## config.mk

```make
export PLATFORM = sky130hd
export DESIGN_NAME = alu_issue_ctrl_flat
export DESIGN_NICKNAME = d
export VERILOG_FILES = /design/src/rtl/alu_issue_ctrl_if.sv /design/src/rtl/alu_issue_ctrl.sv /design/src/flat_wrapper.sv
export SDC_FILE = /design/constraint.sdc
export NUM_CORES = 1
export LEC_CHECK = 0
export BUFFER_PORTS_ARGS = -buffer_cell sky130_fd_sc_hd__buf_4
export CAP_MARGIN = 40
export CORE_MARGIN = 2
export CORE_UTILIZATION = 34
export CTS_BUF_LIST = sky130_fd_sc_hd__clkbuf_16
export DETAILED_ROUTE_END_ITERATION = 16
export HOLD_SLACK_MARGIN = 0.15
export PLACE_DENSITY = 0.59
export SLEW_MARGIN = 20
export SYNTH_ARGS = -nofsm -noshare
export SYNTH_HDL_FRONTEND = slang
export SYNTH_SLANG_ARGS = --single-unit
```

## constraint.sdc

```tcl
create_clock -name clk -period 2.3 [get_ports clk]
set_input_delay 0.345 -clock clk [delete_from_list [all_inputs] [get_ports clk]]
set_output_delay 0.345 -clock clk [all_outputs]
set_load 0.02 [all_outputs]
```

## src/rtl/alu_issue_ctrl_if.sv

```systemverilog
// +----------------------------------------------------------------------------+
// | Module      : alu_issue_ctrl_if                                            |
// | Description : Bundle of all handshake and bus signals between              |
// |               alu_issue_ctrl and its environment.                          |
// |               Instruction in : in_valid, in_ready, in_instr[31:0]          |
// |               ALU side       : alu_op1, alu_op2, alu_op (to ALU);          |
// |                                alu_result, alu_zero (from ALU)             |
// |               Completion out : out_valid, out_ready, out_result, out_zero, |
// |                                out_rd, out_illegal                         |
// |               Status         : busy                                        |
// |               slave modport  = controller view, master = environment view  |
// | Revision    : 1.0 - initial release                                        |
// +----------------------------------------------------------------------------+
`default_nettype none

interface alu_issue_ctrl_if;
  logic        in_valid;
  logic        in_ready;
  logic [31:0] in_instr;
  logic [31:0] alu_op1;
  logic [31:0] alu_op2;
  logic [3:0]  alu_op;
  logic [31:0] alu_result;
  logic        alu_zero;
  logic        out_valid;
  logic        out_ready;
  logic [31:0] out_result;
  logic        out_zero;
  logic [2:0]  out_rd;
  logic        out_illegal;
  logic        busy;

  modport slave (
    input  in_valid, in_instr, alu_result, alu_zero, out_ready,
    output in_ready, alu_op1, alu_op2, alu_op,
           out_valid, out_result, out_zero, out_rd, out_illegal, busy
  );

  modport master (
    output in_valid, in_instr, alu_result, alu_zero, out_ready,
    input  in_ready, alu_op1, alu_op2, alu_op,
           out_valid, out_result, out_zero, out_rd, out_illegal, busy
  );
endinterface

`default_nettype wire

```

## src/rtl/alu_issue_ctrl.sv

```systemverilog
// +----------------------------------------------------------------------------+
// | Module      : alu_issue_ctrl                                               |
// | Description : Single-issue controller in front of an external              |
// |               combinational ALU. Accepts one instruction, reads operands   |
// |               from an 8x32 register file (r0 hardwired to 0), drives the   |
// |               ALU for exactly one cycle, writes the result back and holds  |
// |               a completion record until the consumer takes it.             |
// |               Ports: clk, rst_n (async, active-low),                       |
// |                      bus (alu_issue_ctrl_if.slave, see interface file)     |
// |               Parameter IMM_SEXT: 0 zero-extends imm16, 1 sign-extends.    |
// | Revision    : 1.0 - initial release                                        |
// +----------------------------------------------------------------------------+
`default_nettype none

module alu_issue_ctrl #(
  parameter int IMM_SEXT = 0
) (
  input  wire logic         clk,
  input  wire logic         rst_n,
  alu_issue_ctrl_if.slave   bus
);

  typedef enum logic [1:0] {
    S_IDLE = 2'd0,
    S_EXEC = 2'd1,
    S_RESP = 2'd2
  } state_t;

  state_t      state;

  // Latched instruction fields (only the bits that carry meaning)
  logic [3:0]  opcode_q;
  logic [2:0]  rd_q;
  logic [2:0]  rs1_q;
  logic [2:0]  rs2_q;
  logic        imm_sel_q;
  logic [15:0] imm16_q;

  // r0 is reset to 0 and never written, so a plain array read returns 0 for it
  logic [31:0] rf [8];

  logic        out_valid_q;
  logic [31:0] out_result_q;
  logic        out_zero_q;
  logic [2:0]  out_rd_q;
  logic        out_illegal_q;

  logic        legal;
  logic        in_exec;
  logic [31:0] imm_ext;
  logic        unused_instr_bits;

  assign legal   = ~opcode_q[3];   // opcodes 0..7 are defined
  assign in_exec = (state == S_EXEC);

  assign unused_instr_bits = ^bus.in_instr[17:16];

  generate
    if (IMM_SEXT != 0) begin : g_sext
      assign imm_ext = {{16{imm16_q[15]}}, imm16_q};
    end else begin : g_zext
      assign imm_ext = {16'h0000, imm16_q};
    end
  endgenerate

  // ALU drive is only live during the single EXEC cycle
  assign bus.alu_op  = (in_exec && legal) ? opcode_q : 4'd0;
  assign bus.alu_op1 = in_exec ? rf[rs1_q] : 32'd0;
  assign bus.alu_op2 = in_exec ? (imm_sel_q ? imm_ext : rf[rs2_q]) : 32'd0;

  assign bus.in_ready    = (state == S_IDLE);
  assign bus.busy        = (state != S_IDLE);
  assign bus.out_valid   = out_valid_q;
  assign bus.out_result  = out_result_q;
  assign bus.out_zero    = out_zero_q;
  assign bus.out_rd      = out_rd_q;
  assign bus.out_illegal = out_illegal_q;

  always_ff @(posedge clk or negedge rst_n) begin
    if (!rst_n) begin
      state         <= S_IDLE;
      opcode_q      <= 4'd0;
      rd_q          <= 3'd0;
      rs1_q         <= 3'd0;
      rs2_q         <= 3'd0;
      imm_sel_q     <= 1'b0;
      imm16_q       <= 16'd0;
      out_valid_q   <= 1'b0;
      out_result_q  <= 32'd0;
      out_zero_q    <= 1'b0;
      out_rd_q      <= 3'd0;
      out_illegal_q <= 1'b0;
      for (int i = 0; i < 8; i++) begin
        rf[i] <= 32'd0;
      end
    end else begin
      case (state)
        S_IDLE: begin
          if (bus.in_valid) begin
            opcode_q  <= bus.in_instr[31:28];
            rd_q      <= bus.in_instr[27:25];
            rs1_q     <= bus.in_instr[24:22];
            rs2_q     <= bus.in_instr[21:19];
            imm_sel_q <= bus.in_instr[18];
            imm16_q   <= bus.in_instr[15:0];
            state     <= S_EXEC;
          end
        end
        S_EXEC: begin
          // Illegal opcodes report a clean zero record and never write back
          out_valid_q   <= 1'b1;
          out_result_q  <= legal ? bus.alu_result : 32'd0;
          out_zero_q    <= legal & bus.alu_zero;
          out_rd_q      <= rd_q;
          out_illegal_q <= ~legal;
          if (legal && (rd_q != 3'd0)) begin
            rf[rd_q] <= bus.alu_result;
          end
          state <= S_RESP;
        end
        S_RESP: begin
          if (bus.out_ready) begin
            out_valid_q <= 1'b0;
            state       <= S_IDLE;
          end
        end
        default: begin
          state <= S_IDLE;
        end
      endcase
    end
  end

endmodule

`default_nettype wire

```

## src/flat_wrapper.sv

```systemverilog
// flat-port wrapper written by rule: the top's interface ports become plain ports
module alu_issue_ctrl_flat 
#(
  parameter int IMM_SEXT = 0
)
  (clk, rst_n, bus_in_valid, bus_in_instr, bus_alu_result, bus_alu_zero, bus_out_ready, bus_in_ready, bus_alu_op1, bus_alu_op2, bus_alu_op, bus_out_valid, bus_out_result, bus_out_zero, bus_out_rd, bus_out_illegal, bus_busy);
  alu_issue_ctrl_if bus_i ();
  input  wire logic clk;
  input  wire logic rst_n;
  input wire logic [$bits(bus_i.in_valid)-1:0] bus_in_valid;
  input wire logic [$bits(bus_i.in_instr)-1:0] bus_in_instr;
  input wire logic [$bits(bus_i.alu_result)-1:0] bus_alu_result;
  input wire logic [$bits(bus_i.alu_zero)-1:0] bus_alu_zero;
  input wire logic [$bits(bus_i.out_ready)-1:0] bus_out_ready;
  output wire logic [$bits(bus_i.in_ready)-1:0] bus_in_ready;
  output wire logic [$bits(bus_i.alu_op1)-1:0] bus_alu_op1;
  output wire logic [$bits(bus_i.alu_op2)-1:0] bus_alu_op2;
  output wire logic [$bits(bus_i.alu_op)-1:0] bus_alu_op;
  output wire logic [$bits(bus_i.out_valid)-1:0] bus_out_valid;
  output wire logic [$bits(bus_i.out_result)-1:0] bus_out_result;
  output wire logic [$bits(bus_i.out_zero)-1:0] bus_out_zero;
  output wire logic [$bits(bus_i.out_rd)-1:0] bus_out_rd;
  output wire logic [$bits(bus_i.out_illegal)-1:0] bus_out_illegal;
  output wire logic [$bits(bus_i.busy)-1:0] bus_busy;
  assign bus_i.in_valid = bus_in_valid;
  assign bus_i.in_instr = bus_in_instr;
  assign bus_i.alu_result = bus_alu_result;
  assign bus_i.alu_zero = bus_alu_zero;
  assign bus_i.out_ready = bus_out_ready;
  assign bus_in_ready = bus_i.in_ready;
  assign bus_alu_op1 = bus_i.alu_op1;
  assign bus_alu_op2 = bus_i.alu_op2;
  assign bus_alu_op = bus_i.alu_op;
  assign bus_out_valid = bus_i.out_valid;
  assign bus_out_result = bus_i.out_result;
  assign bus_out_zero = bus_i.out_zero;
  assign bus_out_rd = bus_i.out_rd;
  assign bus_out_illegal = bus_i.out_illegal;
  assign bus_busy = bus_i.busy;
  alu_issue_ctrl #(.IMM_SEXT(IMM_SEXT)) u_core (.clk(clk), .rst_n(rst_n), .bus(bus_i));
endmodule
```

==> results.sh, run 1 <==
export IMPL_outcome="finished, violations left"
export IMPL_violations="negative setup slack"
export IMPL_seq_area_um2=8180
export IMPL_ir_drop_v=0.000603
export IMPL_worstSetupStartpointType="flop"
export IMPL_drive_above_1_share_pct=54.7
export IMPL_dp_worst_setup_slack_ns=0.115
export IMPL_slew_violations=0
export IMPL_max_freq_ghz=0.368
export IMPL_setup_worst_path_class="flop to output pin"
export IMPL_stdcell_count=2029
export IMPL_cellPowerDensity_nw_per_um2=1520
export IMPL_yosys_warnings=0
export IMPL_finalSetupViolations=64
export IMPL_die_w_um=223
export IMPL_drtIter0Drc=667
export IMPL_skew_ns=0.0205
export IMPL_dr_pass1_iters=4
export IMPL_arrival_ns=2.37
export IMPL_yosysSeqAreaShare_pct=50.1
export IMPL_gr_total_overflow=0
export IMPL_syn_inst=1143
export IMPL_cts_root_buf="clkbuf_16"
export IMPL_ios=177
export IMPL_clock_latency_ns=0.58
export IMPL_layout_common_cells="dfrtp_1 (317), mux2_2 (242), buf_4 (193), mux4_2 (112), dlygate4sd3_1 (65)"
export IMPL_syn_mean_instance_area_um2=14.2
export IMPL_wl_per_cell_um=22.7
export IMPL_critPathMaxFanout=7
export IMPL_num_rows=80
export IMPL_r2r_cells=4
export IMPL_ys_flop_type="dfrtp_1"
export IMPL_start_util_pct=34.2
export IMPL_cp_data_required_time_ns=1.96
export IMPL_die_area_um2=49700
export IMPL_maxCapViolCount=0
export IMPL_clockBufferDepth=3
export IMPL_grt_pass1_wl_um=69500
export IMPL_port_buffer_count=173
export IMPL_area_growth_pct=31.2
export IMPL_clock_sinks=326
export IMPL_rsz0062_at_grt="true"
export IMPL_grt_max_degree=66
export IMPL_hp_class="input port to flop"
export IMPL_drcViolationCount=0
export IMPL_insertedDiodeCount=0
export IMPL_grt_pass1_vias=11100
export IMPL_vias=10600
export IMPL_final_common_cell="dfrtp_1"
export IMPL_antenna_found_initial=0
export IMPL_synth_area_um2=16300
export IMPL_htreeDepth=2
export IMPL_min_period_over_period_pct=118
export IMPL_synth_edff_count=0
export IMPL_die_h_um=223
export IMPL_fillers=4250
export IMPL_finalHoldViolCount=0
export IMPL_max_slew_margin_pct=61.2
export IMPL_gp_congestion=0.727
export IMPL_clk_pin_slew_ns=0.06
export IMPL_cts_tree="done"
export IMPL_synthArstFlopShare_pct=100
export IMPL_placedCellCount=1869
export IMPL_yosys_register_bits=326
export IMPL_wl_um=46100
export IMPL_vias_per_cell=5.21
export IMPL_hold_slack_ns=0.296
export IMPL_grt_usage_pct=18.6
export IMPL_core_area_um2=47500
export IMPL_leakage_nw=9.37
export IMPL_hpwl_um=28300
export IMPL_multi_input_area_um2=8010
export IMPL_hold_path_depth=3
export IMPL_finalCriticalPeriod_ns=2.71
export IMPL_final_antenna_net_count=0
export IMPL_fin_nets=1456
export IMPL_worst_slew_pin_slew_ns=0.582
export IMPL_layout_setup_ws_ns=-0.415
export IMPL_synth_cell_type_count=33
export IMPL_synth_nets=1212
export IMPL_cts_made_buffers=39
export IMPL_cp_end_kind="output pin"
critical path, stage by stage (launching register included):
cell and delay (ns):
dfrtp_4 0.53, buf_12 0.19, mux4_2 0.51, nand2b_4 0.16, a32o_1 0.27, buf_6 0.13
registers in the layout, indices dropped and copies added, names as in the netlist:
name                    count
u_core.rs2_q                3
u_core.bus.out_rd           3
u_core.bus.out_illegal      1
u_core.imm_sel_q            1
u_core.imm16_q             16
u_core.bus.out_zero         1
u_core.rs1_q                3
u_core.state                2
u_core.rf                 256
u_core.rd_q                 3
u_core.bus.out_result      32
u_core.opcode_q             4
u_core.bus.out_valid        1
cells by family (layout without fill, tap and decap cells):
family	after synthesis	count (layout)	share of synthesized area [%]
muxes	446	446	38.9
DFF	326	326	50.1
and+or+nand+nor	181	181	5.16
buffers and inverters	121	392	3.30
AOI/OAI and AO/OA	68	68	2.55
other	1	1	0.0230
final timing paths:
| check | from | slack (ns) | to |
|---|---|---|---|
| setup / recovery | u_core.rs2_q[0] | -0.41 | bus_alu_op2[9] |
| hold / removal | bus_in_valid | 0.30 | u_core.state[0] |
| setup reg to reg | u_core.state[1] | 0.27 | u_core.rf[202] |
| hold reg to reg | u_core.rf[248] | 0.39 | u_core.rf[248] |
| max in group asynchronous | rst_n | 1.16 | u_core.rf[211] |
| min in group asynchronous | rst_n | 0.35 | u_core.imm16_q[15] |
synth_stat cells (2+ instances only):
| cell type | n | share of area, % |
|---|---|---|
| mux2i_1 | 56 | 3.4 |
| mux2_4 | 30 | 2.8 |
| a32o_1 | 4 | 0.25 |
| clkbuf_1 | 63 | 1.5 |
| nand3b_1 | 2 | 0.092 |
| nor2_1 | 65 | 1.5 |
| dfrtp_1 | 326 | 50 |
| buf_6 | 3 | 0.21 |
| inv_1 | 2 | 0.046 |
| o31ai_1 | 12 | 0.55 |
| nand3_1 | 2 | 0.061 |
| mux4_2 | 112 | 15 |
| o22ai_1 | 12 | 0.46 |
| buf_1 | 12 | 0.28 |
| nand2b_1 | 41 | 1.6 |
| mux2_2 | 247 | 17 |
| nand2_1 | 58 | 1.3 |
| a22oi_1 | 4 | 0.18 |
| nor3b_1 | 5 | 0.23 |
| buf_2 | 37 | 1.1 |
| buf_4 | 4 | 0.18 |
| o21ai_0 | 35 | 1.1 |
repair_timing:
| action | in CTS | in global routing |
|---|---|---|
| gates resized for setup | 91 | 24 |
| buffers inserted | 16 | 4 |
| pin swaps | 19 | 7 |
| gates cloned | 4 | 6 |
| hold buffers | 65 | 0 |
| setup endpoints to repair | 67 | 67 |
| hold endpoints to repair | 345 | 0 |
power by group:
part           switching, mW  leakage (nW)  internal, mW  total, mW
clock                   2.53         0.629          3.33       5.86
combinational           7.13          4.74          9.27       16.4
sequential              1.95          4.01          8.32       10.3
cell type report:
class	instances	area share (%)
sequential	326	38.3
inverter	2	0.0351
timing repair buffer	322	15.0
tap	615	3.60
clock buffer	39	4.57
clock inverter	29	1.04
multi-input combinational	696	37.5
metal layers:
layer | part of all wire (%) | track usage (%) | wire, um | vias to the layer above
met1 | 45 | 25.1 | 20600 | 5604
met3 | 3.5 | 2.95 | 1630 | 60
met4 | 2.3 | 5.91 | 1050 | 0
met2 | 50 | 30.7 | 22800 | 205
met5 | 0 | 0 | 0 | -
li1 | - | - | - | 4700
through the flow:
stage	util, %	area (um^2)	total power, mW	setup TNS [ns]
floorplan	-	16300	19.6	0
global placement	39.1	18600	24.2	0
detailed placement	39.1	18600	24.5	0
CTS	44.4	21100	32.3	-23.08
global route	44.9	21400	34.4	-26.17
finish	44.9	21400	32.5	-20.97
(Power assumes the default switching activity.)
==> inputs of run 2 (changes only) <==
- CORE_UTILIZATION: 34 -> 55
- PLACE_DENSITY: 0.59 -> 0.83
==> run 2 against run 1 <==
  * The run still ends with negative setup slack left
  * First-iteration DRC count grew 53%
  * Die area down 38%
  * Wire length is 2.4% lower
  * Fmax is 1.7% higher
  * Register-to-register slack gained 0.02 ns
  * Via count is 6.2% higher
  * Hold slack gained 0.067 ns
  * Utilization is 27 points higher
  * Highest routed layer unchanged
==> results.sh, run 2 (synthesized netlist as in run 1, its figures left out) <==
export IMPL_path_cells="buf_12 -> buf_16 -> mux4_2 -> mux2i_1 -> nor2_1 -> buf_4"
export IMPL_fin_nets=1459
export IMPL_vias_per_cell=6.23
export IMPL_port_buffer_count=173
export IMPL_core_area_um2=28900
export IMPL_cp_end_kind="output pin"
export IMPL_finalHoldViolCount=0
export IMPL_r2r_cells=4
export IMPL_cts_made_buffers=35
export IMPL_area_growth_pct=28.4
export IMPL_grt_pass1_wl_um=68700
export IMPL_dr_pass1_iters=5
export IMPL_gr_total_overflow=0
export IMPL_regMostFlops="u_core.rf"
export IMPL_crit_slowest_cell="dfrtp_4"
export IMPL_drive_above_1_share_pct=54.9
export IMPL_leakage_nw=9.34
export IMPL_clock_latency_ns=0.53
export IMPL_violations="negative setup slack"
export IMPL_rrSetupSlack_ns=0.29
export IMPL_die_area_um2=31000
export IMPL_min_period_over_period_pct=116
export IMPL_clock_sinks=326
export IMPL_max_slew_margin_pct=64.3
export IMPL_die_h_um=176
export IMPL_dpl_cell_area_um2=18200
export IMPL_grt_pass1_vias=11800
export IMPL_clockBufferDepth=3
export IMPL_skew_ns=0.0226
export IMPL_cp_data_required_time_ns=1.96
export IMPL_cts_root_buf="clkbuf_16"
export IMPL_hold_slack_ns=0.363
export IMPL_cts_tree="done"
export IMPL_finalSetupViolations=64
export IMPL_max_freq_ghz=0.375
export IMPL_critPathTopFamily="multiplexers"
export IMPL_stdcell_count=1802
export IMPL_seq_area_um2=8180
export IMPL_timing_rr_start="u_core.state[1]"
export IMPL_dp_worst_setup_slack_ns=0.0848
export IMPL_setup_worst_path_class="flop to output pin"
export IMPL_layout_setup_ws_ns=-0.369
export IMPL_largest_reg_flops=256
export IMPL_worst_slew_pin_slew_ns=0.535
export IMPL_grt_max_degree=76
export IMPL_vias=11200
export IMPL_clk_pin_slew_ns=0.06
export IMPL_finalCriticalPeriod_ns=2.67
export IMPL_crit_path_start="u_core.rs2_q[0]"
export IMPL_outcome="finished, violations left"
export IMPL_drcViolationCount=0
export IMPL_cellPowerDensity_nw_per_um2=1550
export IMPL_rsz0062_at_grt="true"
export IMPL_max_stage_delay_ns=0.53
export IMPL_wl_um=45000
export IMPL_fin_area_um2=20900
export IMPL_htreeDepth=2
export IMPL_final_antenna_net_count=0
export IMPL_antenna_found_initial=0
export IMPL_die_w_um=176
export IMPL_placedCellCount=1643
export IMPL_gp_congestion=0.792
export IMPL_layout_common_cells="dfrtp_1 (319), mux2_2 (238), buf_4 (216), mux4_2 (112), dlygate4sd3_1 (65)"
export IMPL_multi_input_area_um2=7970
export IMPL_hpwl_um=25400
export IMPL_hp_class="input port to asynchronous set/reset pin"
export IMPL_critPathMaxFanout=12
export IMPL_ir_drop_v=0.000835
export IMPL_fillers=1703
export IMPL_rr_endpoint="u_core.rf[212]"
export IMPL_start_util_pct=56.3
export IMPL_final_common_cell="dfrtp_1"
export IMPL_worst_path_buf_inv=3
export IMPL_arrival_ns=2.32
export IMPL_endpoint="bus_alu_op2[19]"
export IMPL_drtIter0Drc=1021
export IMPL_slew_violations=0
export IMPL_worstSetupStartpointType="flop"
export IMPL_maxCapViolCount=0
export IMPL_grt_usage_pct=29.1
export IMPL_worst_path_stages=6
export IMPL_ios=177
export IMPL_num_rows=62
export IMPL_wl_per_cell_um=25.0
run 2: changes by cell type in the layout (fill, tap and decap cells not counted), moves of 3 or more:
cell / previous run / this run
buf_4: 193 / 216
buf_6: 25 / 14
clkbuf_16: 44 / 38
mux2_2: 242 / 238
mux2_4: 35 / 39
o31ai_2: 5 / 9
buf_12: 26 / 23
dfrtp_2: 6 / 3
inv_1: 12 / 9
run 2: area by class of cell:
class / instances / share of cell area (%)
inverter: 2 / 0.0359
timing repair buffer: 329 / 15.0
clock buffer: 36 / 4.31
sequential: 326 / 39.1
tap: 384 / 2.30
multi-input combinational: 696 / 38.1
clock inverter: 28 / 1.14
antenna: 1 / 0.0120
run 2: metal layers:
layer  GRT usage [%]  wire (um)  vias up
met5               0          0        -
met4            10.7       1270        0
met3            5.08       3000       94
met2            49.8      22900      532
met1            37.6      17800     5916
li1                -          -     4687
run 2: timing repair:
action / CTS / global route
hold buffers: 65 / 0
pin swaps: 10 / 14
endpoints found under the hold margin: 265 / 0
gates cloned: 8 / 2
buffers inserted: 20 / 5
setup endpoints to repair: 64 / 66
resized for setup: 77 / 49
run 2: stage by stage:
stage	setup TNS [ns]	total power, mW	utilization [%]
final	-17.52	32.4	72.3
after detailed placement	0	24.0	63.1
after CTS	-17.39	31.7	71.7
after global placement	0	23.5	63.1
after global routing	-20.67	33.8	72.2
after floorplan	0	19.6	-
run 2: worst min-delay path by stage:
stage                       from                  endpoint  slack [ns]  cells past startpoint
floorplan                  rst_n    u_core.bus.out_illegal        0.05                      0
global placement           rst_n  u_core.bus.out_result[2]        0.30                      1
detailed placement         rst_n  u_core.bus.out_result[2]        0.30                      1
CTS                 bus_in_valid           u_core.state[0]        0.36                      3
global route        bus_in_valid           u_core.state[0]        0.38                      3
finish                     rst_n         u_core.imm16_q[3]        0.36                      2
run 2: power by group:
| group | internal [mW] | switching [mW] | leakage, nW |
|---|---|---|---|
| logic | 9.12 | 7.14 | 4.74 |
| registers | 8.31 | 2.19 | 4.01 |
| clock network | 3.30 | 2.34 | 0.593 |
| total | 20.7 | 11.7 | 9.34 |
==> inputs of run 3 (changes only) <==
- PLACE_DENSITY: 0.83 -> 0.75
==> run 3 against run 2 <==
  * The flow still finishes with violations (negative setup slack)
  * Via count decreased by 3.6%
  * Final area increased by 0.36%
  * Global-route usage decreased by 0.55 points
  * Fmax decreased by 0.20%
  * Register-to-register slack got worse by 0.13 ns
  * Count of clock-buffer cells in the layout increased by 1
  * Sequential power about the same
  * Largest power group unchanged
  * Wire length decreased by 3.7%
  * Utilization increased by 0.26 points
  * Setup slack got worse by 0.0055 ns
  * Sequential share of layout area decreased by 0.13 points
==> results.sh, run 3 (synthesized netlist as in run 1, its figures left out) <==
export IMPL_area_growth_pct=28.9
export IMPL_die_h_um=176
export IMPL_min_period_over_period_pct=116
export IMPL_clk_pin_slew_ns=0.06
export IMPL_finalHoldViolCount=0
export IMPL_start_util_pct=56.3
export IMPL_max_stage_delay_ns=0.56
export IMPL_hp_class="input port to flop"
export IMPL_maxCapViolCount=0
export IMPL_worst_slew_pin_slew_ns=0.687
export IMPL_grt_max_degree=77
export IMPL_dpl_cell_area_um2=18400
export IMPL_hold_slack_ns=0.164
export IMPL_die_area_um2=31000
export IMPL_antenna_found_initial=0
export IMPL_critPathMaxFanout=6
export IMPL_finalCriticalPeriod_ns=2.67
export IMPL_cp_data_required_time_ns=1.96
export IMPL_cp_end_kind="output pin"
export IMPL_core_area_um2=28900
export IMPL_violations="negative setup slack"
export IMPL_worstSetupStartpointType="flop"
export IMPL_crit_slowest_cell="mux4_2"
export IMPL_cts_made_buffers=36
export IMPL_slew_violations=0
export IMPL_placedCellCount=1643
export IMPL_layout_common_cells="dfrtp_1 (317), mux2_2 (245), buf_4 (202), mux4_2 (112), dlygate4sd3_1 (64)"
export IMPL_insertedDiodeCount=0
export IMPL_path_cells="buf_12 -> mux4_2 -> nand2b_4 -> a32o_1 -> buf_6"
export IMPL_stdcell_count=1801
export IMPL_num_rows=62
export IMPL_rsz0062_at_grt="true"
export IMPL_fin_area_um2=21000
export IMPL_drcViolationCount=0
export IMPL_leakage_nw=9.35
export IMPL_port_buffer_count=173
export IMPL_gr_total_overflow=0
export IMPL_grt_usage_pct=28.6
export IMPL_ir_drop_v=0.000807
export IMPL_finalSetupViolations=64
export IMPL_grt_pass1_wl_um=67500
export IMPL_outcome="finished, violations left"
export IMPL_arrival_ns=2.33
export IMPL_drtIter0Drc=707
export IMPL_regMostFlops="u_core.rf"
export IMPL_clock_sinks=326
export IMPL_largest_reg_flops=256
export IMPL_die_w_um=176
export IMPL_hpwl_um=26300
export IMPL_drive_above_1_share_pct=53.4
export IMPL_gp_congestion=0.772
export IMPL_wl_per_cell_um=24.0
export IMPL_layout_setup_ws_ns=-0.374
export IMPL_wl_um=43300
export IMPL_final_common_cell="dfrtp_1"
export IMPL_max_slew_margin_pct=54.2
export IMPL_cellPowerDensity_nw_per_um2=1530
export IMPL_fin_util_pct=72.5
export IMPL_worst_path_buf_inv=2
export IMPL_critPathTopFamily="multiplexers"
export IMPL_skew_ns=0.0201
export IMPL_setup_worst_path_class="flop to output pin"
export IMPL_cts_root_buf="clkbuf_16"
export IMPL_fin_nets=1459
export IMPL_clock_latency_ns=0.53
export IMPL_clockBufferDepth=3
export IMPL_final_antenna_net_count=0
export IMPL_ios=177
export IMPL_dr_pass1_iters=7
export IMPL_vias_per_cell=6.01
export IMPL_grt_pass1_vias=11700
export IMPL_vias=10800
export IMPL_fillers=1796
export IMPL_max_freq_ghz=0.374
export IMPL_cts_tree="done"
export IMPL_htreeDepth=2
run 3: tightest hold or removal path, delay by kind of cell:
family          cells  cell delay [ns]
compound gates      1             0.06
buf+inv             1             0.15
simple gates        1             0.07
run 3: report_power, final:
part	switching [mW]	internal (mW)	leakage [nW]
sequential	2.14	8.32	4.01
combinational	6.79	9.08	4.74
clock	2.35	3.37	0.598
run 3: repair_timing:
item	4_1_cts	5_1_grt
pin swaps	10	14
buffers inserted	23	3
gates cloned	7	1
resized for setup	63	34
hold buffers	64	0
endpoints found under the hold margin	321	0
endpoints found under the setup margin	67	66
run 3: worst paths after layout:
check / from / slack, ns / depth (start not counted) / to
setup / recovery: u_core.rs2_q[0] / -0.37 / 5 / bus_alu_op2[15]
hold / removal: bus_alu_result[10] / 0.16 / 3 / u_core.bus.out_result[10]
setup reg to reg: u_core.state[1] / 0.16 / 4 / u_core.rf[202]
hold reg to reg: u_core.rf[237] / 0.39 / 0 / u_core.rf[237]
max in group asynchronous: rst_n / 1.16 / 3 / u_core.rf[151]
min in group asynchronous: rst_n / 0.41 / 2 / u_core.bus.out_result[2]
run 3: final cells by class:
type	count	area [um^2]	area share, %
Inverter	2	7.51	0.0358
Multi-Input combinational cell	697	7880	37.5
Clock buffer	37	926	4.41
Tap cell	384	480	2.29
Timing Repair Buffer	327	3280	15.6
Sequential cell	326	8180	39.0
Clock inverter	28	234	1.12
run 3: metal layers:
layer | up-vias | GRT usage [%] | wire length [um]
met1 | 5645 | 37.5 | 17800
met4 | 0 | 9.40 | 1190
met5 | - | 0 | 0
li1 | 4696 | - | -
met3 | 93 | 3.85 | 2010
met2 | 392 | 49.6 | 22300
run 3: metrics by stage:
step	power, mW	setup TNS (ns)	worst slack, ns
floorplan	19.6	0	0.211
global placement	23.9	0	0.101
detailed placement	24.4	0	0.106
CTS	31.7	-17.94	-0.356
global route	33.6	-19.71	-0.420
finish	32.0	-16.58	-0.374
